**src/rtl/axi4_lite_pkg.sv**
```systemverilog
// Shared types for the AXI4-Lite command sequencer: response codes,
// sequencer states and the default-width command record.
package axi4_lite_pkg;

    localparam logic [1:0] OKAY   = 2'b00;
    localparam logic [1:0] SLVERR = 2'b10;

    localparam int CMD_ADDR_W = 32;
    localparam int CMD_DATA_W = 32;

    typedef enum logic [1:0] {
        IDLE,
        ISSUE,
        WAIT,
        RESP
    } seq_state_t;

    typedef struct packed {
        logic                  write;
        logic [CMD_ADDR_W-1:0] addr;
        logic [CMD_DATA_W-1:0] wdata;
    } cmd_t;

endpackage

```
**src/rtl/axi4_lite_cmd_fifo.sv**
```systemverilog
// Small command FIFO with a combinational head view so the sequencer can
// latch the head on the same edge that moves it into ISSUE.
module axi4_lite_cmd_fifo
    import axi4_lite_pkg::*;
#(
    parameter  int DEPTH = 4,
    parameter  int WIDTH = $bits(cmd_t),
    localparam int PTR_W = $clog2(DEPTH),
    localparam int CNT_W = PTR_W + 1
) (
    input  logic             clk,
    input  logic             rst_n,
    input  logic             push,
    input  logic [WIDTH-1:0] push_data,
    input  logic             pop,
    output logic [WIDTH-1:0] head_data,
    output logic             full,
    output logic             empty,
    output logic [CNT_W-1:0] count
);

    logic [WIDTH-1:0] mem [DEPTH];
    logic [PTR_W-1:0] wr_ptr_reg;
    logic [PTR_W-1:0] rd_ptr_reg;
    logic [CNT_W-1:0] count_reg;
    logic             push_ok;
    logic             pop_ok;

    // Admission looks only at the registered count, so a pop in the same
    // cycle never lets a push into a full FIFO.
    assign full    = (count_reg == CNT_W'(DEPTH));
    assign empty   = (count_reg == '0);
    assign push_ok = push && !full;
    assign pop_ok  = pop && !empty;

    always_ff @(posedge clk) begin
        if (push_ok) begin
            mem[wr_ptr_reg] <= push_data;
        end
    end

    always_ff @(posedge clk or negedge rst_n) begin
        if (!rst_n) begin
            wr_ptr_reg <= '0;
            rd_ptr_reg <= '0;
            count_reg  <= '0;
        end else begin
            if (push_ok) begin
                wr_ptr_reg <= wr_ptr_reg + PTR_W'(1);
            end
            if (pop_ok) begin
                rd_ptr_reg <= rd_ptr_reg + PTR_W'(1);
            end
            case ({push_ok, pop_ok})
                2'b10:   count_reg <= count_reg + CNT_W'(1);
                2'b01:   count_reg <= count_reg - CNT_W'(1);
                default: count_reg <= count_reg;
            endcase
        end
    end

    assign head_data = mem[rd_ptr_reg];
    assign count     = count_reg;

endmodule

```
**src/rtl/axi4_lite_cmd_sequencer.sv**
```systemverilog
// Buffers read/write commands and issues them one at a time to axi4_lite_top,
// returning one response per command with timeout protection.
module axi4_lite_cmd_sequencer
    import axi4_lite_pkg::*;
#(
    parameter int DATA_WIDTH = 32,
    parameter int ADDRESS    = 32,
    parameter int DEPTH      = 4,
    parameter int TIMEOUT    = 255
) (
    input  logic                     ACLK,
    input  logic                     ARESETN,
    input  logic                     cmd_valid,
    output logic                     cmd_ready,
    input  logic                     cmd_write,
    input  logic [ADDRESS-1:0]       cmd_addr,
    input  logic [DATA_WIDTH-1:0]    cmd_wdata,
    output logic                     read_s,
    output logic                     write_s,
    output logic [ADDRESS-1:0]       address,
    output logic [DATA_WIDTH-1:0]    W_data,
    input  logic                     mon_rvalid,
    input  logic                     mon_rready,
    input  logic [DATA_WIDTH-1:0]    mon_rdata,
    input  logic [1:0]               mon_rresp,
    input  logic                     mon_bvalid,
    input  logic                     mon_bready,
    input  logic [1:0]               mon_bresp,
    output logic                     rsp_valid,
    input  logic                     rsp_ready,
    output logic                     rsp_write,
    output logic [DATA_WIDTH-1:0]    rsp_rdata,
    output logic [1:0]               rsp_resp,
    output logic                     rsp_timeout,
    output logic                     busy,
    output logic [$clog2(DEPTH):0]   fifo_count
);

    localparam int TMO_W = $clog2(TIMEOUT + 1);
    localparam logic [TMO_W-1:0] TMO_LAST = TMO_W'(TIMEOUT - 1);

    // Same field layout as cmd_t, sized by this instance's parameters.
    typedef struct packed {
        logic                  write;
        logic [ADDRESS-1:0]    addr;
        logic [DATA_WIDTH-1:0] wdata;
    } seq_cmd_t;

    seq_cmd_t              push_cmd;
    seq_cmd_t              head_cmd;
    logic                  fifo_full;
    logic                  fifo_empty;
    logic                  fifo_pop;

    seq_state_t            state_reg;
    logic [TMO_W-1:0]      tmo_cnt_reg;
    logic                  cur_write_reg;
    logic                  read_s_reg;
    logic                  write_s_reg;
    logic [ADDRESS-1:0]    address_reg;
    logic [DATA_WIDTH-1:0] wdata_reg;
    logic                  rsp_valid_reg;
    logic                  rsp_write_reg;
    logic [DATA_WIDTH-1:0] rsp_rdata_reg;
    logic [1:0]            rsp_resp_reg;
    logic                  rsp_timeout_reg;
    logic                  wr_done;
    logic                  rd_done;

    assign push_cmd = '{write: cmd_write, addr: cmd_addr, wdata: cmd_wdata};
    assign fifo_pop = (state_reg == ISSUE);

    axi4_lite_cmd_fifo #(
        .DEPTH (DEPTH),
        .WIDTH ($bits(seq_cmd_t))
    ) u_cmd_fifo (
        .clk       (ACLK),
        .rst_n     (ARESETN),
        .push      (cmd_valid),
        .push_data (push_cmd),
        .pop       (fifo_pop),
        .head_data (head_cmd),
        .full      (fifo_full),
        .empty     (fifo_empty),
        .count     (fifo_count)
    );

    // Only the handshake matching the in-flight direction completes it.
    assign wr_done = cur_write_reg && mon_bvalid && mon_bready;
    assign rd_done = !cur_write_reg && mon_rvalid && mon_rready;

    always_ff @(posedge ACLK or negedge ARESETN) begin
        if (!ARESETN) begin
            state_reg       <= IDLE;
            tmo_cnt_reg     <= '0;
            cur_write_reg   <= 1'b0;
            read_s_reg      <= 1'b0;
            write_s_reg     <= 1'b0;
            address_reg     <= '0;
            wdata_reg       <= '0;
            rsp_valid_reg   <= 1'b0;
            rsp_write_reg   <= 1'b0;
            rsp_rdata_reg   <= '0;
            rsp_resp_reg    <= OKAY;
            rsp_timeout_reg <= 1'b0;
        end else begin
            case (state_reg)
                IDLE: begin
                    if (!fifo_empty) begin
                        address_reg   <= head_cmd.addr;
                        wdata_reg     <= head_cmd.wdata;
                        cur_write_reg <= head_cmd.write;
                        read_s_reg    <= !head_cmd.write;
                        write_s_reg   <= head_cmd.write;
                        state_reg     <= ISSUE;
                    end
                end
                ISSUE: begin
                    read_s_reg  <= 1'b0;
                    write_s_reg <= 1'b0;
                    tmo_cnt_reg <= '0;
                    state_reg   <= WAIT;
                end
                WAIT: begin
                    // A completion on the last permitted cycle beats the timeout.
                    if (wr_done || rd_done) begin
                        rsp_valid_reg   <= 1'b1;
                        rsp_write_reg   <= cur_write_reg;
                        rsp_rdata_reg   <= wr_done ? '0 : mon_rdata;
                        rsp_resp_reg    <= wr_done ? mon_bresp : mon_rresp;
                        rsp_timeout_reg <= 1'b0;
                        state_reg       <= RESP;
                    end else if (tmo_cnt_reg == TMO_LAST) begin
                        rsp_valid_reg   <= 1'b1;
                        rsp_write_reg   <= cur_write_reg;
                        rsp_rdata_reg   <= '0;
                        rsp_resp_reg    <= SLVERR;
                        rsp_timeout_reg <= 1'b1;
                        state_reg       <= RESP;
                    end else begin
                        tmo_cnt_reg <= tmo_cnt_reg + TMO_W'(1);
                    end
                end
                RESP: begin
                    if (rsp_ready) begin
                        rsp_valid_reg <= 1'b0;
                        state_reg     <= IDLE;
                    end
                end
                default: state_reg <= IDLE;
            endcase
        end
    end

    assign cmd_ready   = !fifo_full;
    assign read_s      = read_s_reg;
    assign write_s     = write_s_reg;
    assign address     = address_reg;
    assign W_data      = wdata_reg;
    assign rsp_valid   = rsp_valid_reg;
    assign rsp_write   = rsp_write_reg;
    assign rsp_rdata   = rsp_rdata_reg;
    assign rsp_resp    = rsp_resp_reg;
    assign rsp_timeout = rsp_timeout_reg;
    assign busy        = (state_reg != IDLE);

endmodule
```
**config.mk**
```make
export PLATFORM = sky130hd
export DESIGN_NAME = axi4_lite_cmd_sequencer
export DESIGN_NICKNAME = d
export VERILOG_FILES = /design/src/rtl/axi4_lite_pkg.sv /design/src/rtl/axi4_lite_cmd_fifo.sv /design/src/rtl/axi4_lite_cmd_sequencer.sv
export SDC_FILE = /design/constraint.sdc
export NUM_CORES = 1
export LEC_CHECK = 0
export ABC_AREA = 1
export CORE_AREA = 2 2 164 182
export DETAILED_ROUTE_END_ITERATION = 12
export DIE_AREA = 0 0 166 184
export GPL_TIMING_DRIVEN = 0
export PLACE_DENSITY_LB_ADDON = 0.1
export SLEW_MARGIN = 20
export SYNTH_ARGS = -nofsm -noshare
export SYNTH_HDL_FRONTEND = slang
export SYNTH_HIERARCHICAL = 1
export SYNTH_SLANG_ARGS = --single-unit
```
**constraint.sdc**
```tcl
create_clock -name ACLK -period 8.4 [get_ports ACLK]
set_input_delay 2.1 -clock ACLK [delete_from_list [all_inputs] [get_ports ACLK]]
set_output_delay 2.1 -clock ACLK [all_outputs]
set_load 0.02 [all_outputs]
```
==> flow_metrics.py, run 1 <==
metrics = {
    "detailed_routing": {
        "drt_iter0_markers": 751,
        "wl_per_cell_um": 17.7,
        "ant_nets": 0,
        "vias": 10700,
        "dr.pass1.iters": 5,
        "viasPerCell": 5.20,
        "drc_errors": 0,
        "wl_mm": 36.2,
    },
    "critical_path": {
        "path_class": "flip-flop to primary output",
        "rrSetupSlack_ns": 5.94,
        "crit_chain": "inv_1 -> ha_1 -> inv_1 -> clkdlybuf4s50_1",
        "cp_max_fo": 4,
        "slowest_stage": "clkdlybuf4s50_1",
        "crit_end": "busy",
        "worst-path-stages": 4,
        "path_delay_family": "buffers and inverters",
        "endpoint_kind": "primary output",
        "crit_top_cell": "inv_1",
        "reg2reg_depth": 9,
        "required_ns": 6.30,
        "timing.critical_path.buf_inv": 3,
        "max_stage_delay_ns": 0.63,
        "reg2reg_from": "state_reg[0]$_DFFE_PN0P_",
        "rr_endpoint": "address[24]$_DFFE_PN0P_",
        "start_kind": "flip-flop",
        "startpoint": "state_reg[0]$_DFFE_PN0P_",
        "worstPathArrival_ns": 1.97,
    },
    "cts": {
        "clock_latency_ns": 0.53,
        "cts_root_buf": "clkbuf_16",
        "clock-sinks": 381,
        "numCtsBuffers": 40,
        "cts_setup_buffers": 0,
        "cts_tree": "built",
        "cts_max_level": 2,
        "cts_resized": 0,
        "clk_pin_slew_ns": 0.06,
        "cts-hold-fix-buffers": 0,
        "max-clock-path-buffers": 3,
    },
    "floorplanning": {
        "num_rows": 65,
        "die_x_um": 166,
        "die-area_um2": 30500,
        "start_util": 0.543,
        "ios": 217,
        "die_h_um": 184,
        "core_um2": 28500,
    },
    "global_route": {
        "grt_usage": 0.236,
        "grt_pass1_vias": 10700,
        "grt_first_pass_wirelength_mm": 56.4,
        "grt_max_degree": 81,
        "grt.overflow.total": 0,
        "grt_antenna_before_repair": 4,
    },
    "pwr": {
        "ir_drop_uv": 214,
        "p_comb_frac": 0.396,
        "internal_power_mw": 4.59,
        "switchingPower_mw": 2.69,
        "power.density_nw_per_um2": 369,
        "power_mw": 7.28,
        "p_leak_nw": 8.51,
        "sequentialPowerShare": 0.379,
        "swShare": 0.370,
        "clock_power_share": 0.225,
    },
    "synthesis": {
        "ys_ff_latch": 381,
        "syn-cell-area_um2": 15500,
        "syn_nets": 1497,
        "seq_area_frac_synth": 0.698,
        "ys_types": 29,
        "avgSynthCellArea_um2": 11.3,
        "syn_inst": 1375,
        "yosysWarningCount": 6,
    },
    "final_layout": {
        "fin_area_um2": 19700,
        "top_register": "u_cmd_fifo/mem",
        "syn_to_final_growth_pct": 27.1,
        "largest_reg_flops": 260,
        "multi_input_area_um2": 3680,
        "fillers": 2078,
        "register_area_um2": 10800,
        "drive_above_1_share": 0.0864,
        "nets": 1768,
    },
    "sta": {
        "fmax_mhz": 246,
        "max_slew_margin": 0.576,
        "layout_setup_ws_ns": 4.33,
        "finalSetupViolCount": 0,
        "finalCriticalPeriod_ns": 4.07,
        "hold_viol_final": 0,
        "drv_slew": 0,
        "rsz0062_at_grt": "no",
        "post-route-period-util": 0.485,
        "fin_hold_ws_ns": 0.466,
        "setup_tns_ns": 0,
        "worst_slew_pin_slew_ns": 0.635,
        "skew_ns": 0.0161,
    },
    "worst_hold_path": {
        "hp-class": "flip-flop to flip-flop",
        "min_path_cells": 2,
    },
    "placed_design": {
        "hpwlAfterDp_mm": 24.2,
        "placed_area_um2": 18500,
        "gp_congestion": 0.809,
        "portBuffers": 216,
        "preCtsSetupSlack_ns": 3.99,
    },
    "run": {
        "maxCapViolCount": 0,
    },
    "run_status": {
        "status": "completed",
    },
}
## placed cells by master (no fill, tap or decap), types with 2 or more instances in the layout
cell type and n:
buf_1 5, buf_12 10, buf_16 6, buf_2 40, buf_6 5, buf_8 2, clkbuf_1 23, clkbuf_16 41
clkbuf_8 6, clkdlybuf4s50_1 215, clkinv_1 4, clkinv_2 9, dfrtp_1 121, edfxtp_1 260, ha_1 12, inv_1 164
inv_2 2, inv_6 2, nand2_1 529, nand2_2 3, nand3_1 43, nand3_2 10, nand4_1 3, nor2_1 11
nor2_4 6, nor3b_1 2, o211ai_1 130, o21ai_0 4, o21bai_1 2, or2_2 2
## metrics by stage
stage,utilization,instances
6_report,0.690,2047
3_3_place_gp,0.635,1959
2_1_floorplan,-,1375
4_1_cts,0.690,2046
5_1_grt,0.690,2047
3_5_place_dp,0.647,1972
## cell usage after synthesis, drive strengths merged
| master | n | area, um^2 |
|---|---|---|
| a21oi | 1 | 5.00 |
| buf | 55 | 358 |
| clkbuf | 11 | 41.3 |
| dfrtp | 121 | 3030 |
| edfxtp | 260 | 7810 |
| fa | 1 | 20.0 |
| ha | 12 | 150 |
| inv | 166 | 623 |
| nand2 | 532 | 2000 |
| nand3 | 53 | 315 |
| nand4 | 3 | 18.8 |
| nor2 | 17 | 78.8 |
| nor3b | 2 | 15.0 |
| o211ai | 130 | 976 |
| o21a | 1 | 7.51 |
| o21ai | 4 | 20.0 |
| o21bai | 2 | 15.0 |
| o31ai | 1 | 7.51 |
| or2 | 2 | 12.5 |
| xnor2 | 1 | 8.76 |
## layer usage
layer | global-route usage | wire length, um | vias up
met1 | 0.282 | 14600 | 5144
met3 | 0.0525 | 2510 | 60
met2 | 0.428 | 18300 | 337
met5 | 0 | 38 | -
met4 | 0.0737 | 760 | 6
li1 | - | - | 5103
## logic make-up after synthesis
group	Yosys count	synth area share
xor+xnor	1	0.000565
buf+inv	232	0.0659
flops	381	0.698
fa+ha+maj	13	0.0110
simple gates	609	0.158
compound gates	139	0.0665
## worst register-to-register path: stages (launching register included)
cell	delay [ns]
dfrtp_1	0.41
inv_1	0.12
ha_1	0.19
inv_1	0.08
nor2_1	0.46
inv_1	0.31
buf_2	0.34
buf_2	0.29
nand2_1	0.10
nand2_1	0.06
## layout make-up
cell class                      count  share of cell area
Multi-Input combinational cell    762               0.187
Clock buffer                       59              0.0585
Inverter                          166              0.0316
Antenna cell                        1            0.000127
Timing Repair Buffer              229               0.125
Clock inverter                     15             0.00394
Buffer                             66              0.0203
Sequential cell                   381               0.550
Tap cell                          368              0.0234
## power groups by stage
stage / Sequential, mW / Combinational [mW] / Clock [mW]
after CTS: 2.76 / 2.91 / 1.67
after global routing: 2.81 / 3.15 / 1.75
after floorplan: 3.09 / 1.35 / 0
after global placement: 2.83 / 2.74 / 0
final: 2.76 / 2.88 / 1.64
after detailed placement: 2.79 / 2.89 / 0
## worst min path at each step
stage,start,end
6_report,address[13]$_DFFE_PN0P_,address[13]$_DFFE_PN0P_
5_1_grt,address[12]$_DFFE_PN0P_,address[12]$_DFFE_PN0P_
4_1_cts,address[4]$_DFFE_PN0P_,address[4]$_DFFE_PN0P_
2_1_floorplan,tmo_cnt_reg[4]$_DFFE_PN0P_,tmo_cnt_reg[4]$_DFFE_PN0P_
3_5_place_dp,address[4]$_DFFE_PN0P_,address[4]$_DFFE_PN0P_
3_3_place_gp,address[17]$_DFFE_PN0P_,address[17]$_DFFE_PN0P_
Note: power is estimated with default switching activity, not from simulation.
==> run 2, diff against run 1 <==
Clock period 8.4 ns to 4.13 ns, I/O delays scaled along.
==> results of run 2 <==
Same layout as run 1 (identical final DEF). Status: completed.
Among the figures that moved: setup slack after placement 3.99 ns -> 0.787 ns; setup slack after layout 4.33 ns -> 1.12 ns; hold slack 0.466 ns -> 0.396 ns; register-to-register setup slack 5.94 ns -> 1.67 ns; total power 7.28 mW -> 14.8 mW; worst IR drop on VDD 214 uV -> 435 uV
==> run 3, diff against run 2 <==
Clock period 4.13 ns to 3 ns, I/O delays scaled along.
==> run 3 against run 2 <==
Critical path depth is the same. Clock power increased by 39%. Via count fell by 2.2%. Largest power group unchanged. Highest routed layer unchanged. Die area unchanged. Final area grew 0.16%.
==> flow_metrics.py, run 3 (synthesized netlist as in run 1, its figures left out) <==
metrics = {
    "run_status": {
        "status": "completed",
    },
    "placed_design": {
        "dp_cells": 1972,
        "preCtsSetupSlack_ns": 0.0233,
        "gp_congestion": 0.810,
        "hpwlAfterDp_mm": 23.9,
        "portBuffers": 216,
    },
    "final_layout": {
        "register_area_um2": 10800,
        "multi_input_area_um2": 3680,
        "final_cell_mix": "nand2_1 (529), edfxtp_1 (260), clkdlybuf4s50_1 (215)",
        "top_register": "u_cmd_fifo/mem",
        "nets": 1767,
        "layout.cells.most_common": "nand2_1",
        "fin_cells": 2047,
        "fillers": 2080,
        "syn_to_final_growth_pct": 27.3,
        "largest_reg_flops": 260,
        "drive_above_1_share": 0.0848,
    },
    "global_route": {
        "grt_antenna_before_repair": 3,
        "grt_first_pass_wirelength_mm": 55.6,
        "grt_pass1_vias": 10500,
        "grt.overflow.total": 0,
        "grt_usage": 0.234,
        "grt_max_degree": 87,
    },
    "sta": {
        "skew_ns": 0.00897,
        "finalCriticalPeriod_ns": 2.75,
        "post-route-period-util": 0.916,
        "drv_slew": 0,
        "finalSetupViolCount": 0,
        "layout_setup_ws_ns": 0.253,
        "rsz0062_at_grt": "no",
        "hold_viol_final": 0,
        "max_slew_margin": 0.517,
        "fmax_mhz": 364,
        "worst_slew_pin_slew_ns": 0.722,
    },
    "run": {
        "maxCapViolCount": 0,
    },
    "cts": {
        "cts_root_buf": "clkbuf_16",
        "cts-hold-fix-buffers": 0,
        "cts_tree": "built",
        "cts_setup_buffers": 0,
        "clock_latency_ns": 0.52,
        "clock-sinks": 381,
        "cts_resized": 0,
        "numCtsBuffers": 39,
        "clk_pin_slew_ns": 0.06,
        "max-clock-path-buffers": 3,
        "cts_max_level": 2,
    },
    "critical_path": {
        "rr_endpoint": "u_cmd_fifo/mem[1][18]$_DFFE_PP_",
        "reg2reg_from": "u_cmd_fifo/count[1]$_DFFE_PN0P_",
        "worstPathArrival_ns": 2.00,
        "reg2reg_depth": 6,
        "endpoint_kind": "primary output",
        "cp_max_fo": 4,
        "rrSetupSlack_ns": 0.63,
        "start_kind": "flip-flop",
        "path_class": "flip-flop to primary output",
        "required_ns": 2.25,
    },
    "floorplanning": {
        "die_x_um": 166,
        "die_h_um": 184,
        "die-area_um2": 30500,
        "core_um2": 28500,
        "start_util": 0.543,
        "num_rows": 65,
        "ios": 217,
    },
    "detailed_routing": {
        "ant_nets": 0,
        "viasPerCell": 5.09,
        "wl_per_cell_um": 17.4,
        "vias": 10400,
        "drt_iter0_markers": 622,
        "wl_mm": 35.6,
        "drc_errors": 0,
        "dr.pass1.iters": 5,
    },
    "worst_hold_path": {
        "hp-class": "input pin to async pin",
    },
    "pwr": {
        "power.density_nw_per_um2": 1030,
        "ir_drop_uv": 605,
        "p_leak_nw": 8.50,
    },
}
-- run 3: cell count changes in the layout (fill, tap and decap cells not counted) --
cell	before	now
buf_12	10	8
buf_16	6	8
bufinv_16	0	1
clkbuf_1	23	27
clkbuf_8	6	5
clkinv_1	4	0
clkinv_2	9	3
clkinv_4	0	2
clkinvlp_4	0	2
diode_2	1	4
inv_6	2	1
-- run 3: how the worst max path moves through the flow --
stage                             startpoint  slack, ns                               to
floorplan                          cmd_valid      -0.06   u_cmd_fifo/mem[0][0]$_DFFE_PP_
global placement                     ARESETN      -3.93           W_data[28]$_DFFE_PN0P_
detailed placement                 cmd_valid       0.02  u_cmd_fifo/mem[1][28]$_DFFE_PP_
CTS                 state_reg[0]$_DFFE_PN0P_       0.23                             busy
global route        state_reg[0]$_DFFE_PN0P_       0.18                             busy
finish              state_reg[0]$_DFFE_PN0P_       0.25                             busy
-- run 3: cell type report --
class,instances,share of cell area
Antenna cell,4,0.000507
Buffer,66,0.0202
Clock buffer,62,0.0585
Clock inverter,9,0.00437
Inverter,166,0.0316
Multi-Input combinational cell,762,0.187
Sequential cell,381,0.549
Tap cell,368,0.0233
Timing Repair Buffer,229,0.126
-- run 3: layer usage --
metal / GRT usage / share of wire / wire (um)
met5: 0 / 0.00037 / 13
met4: 0.0810 / 0.023 / 821
met3: 0.0461 / 0.057 / 2040
met2: 0.419 / 0.50 / 17900
met1: 0.286 / 0.42 / 14800
-- run 3: per-stage QoR --
stage	utilization	cell area (um^2)	setup TNS (ns)	power, mW	hold slack (ns)
floorplan	-	15500	-16.05	12.4	0.454
global placement	0.636	18100	-996.89	15.5	0.454
detailed placement	0.648	18500	0	15.9	0.458
CTS	0.691	19700	0	20.6	0.0922
global route	0.691	19700	0	21.6	0.108
finish	0.692	19700	0	20.4	0.0875
-- run 3: power breakdown --
group	internal [mW]	leakage, nW	switching (mW)
registers	7.15	3.93	0.591
logic	3.02	3.97	5.00
clock network	2.74	0.599	1.89
-- run 3: critical path, cell delays in order (launching register included) --
cell,delay (ns)
dfrtp_1,0.41
inv_1,0.10
ha_1,0.22
inv_1,0.11
clkdlybuf4s50_1,0.65
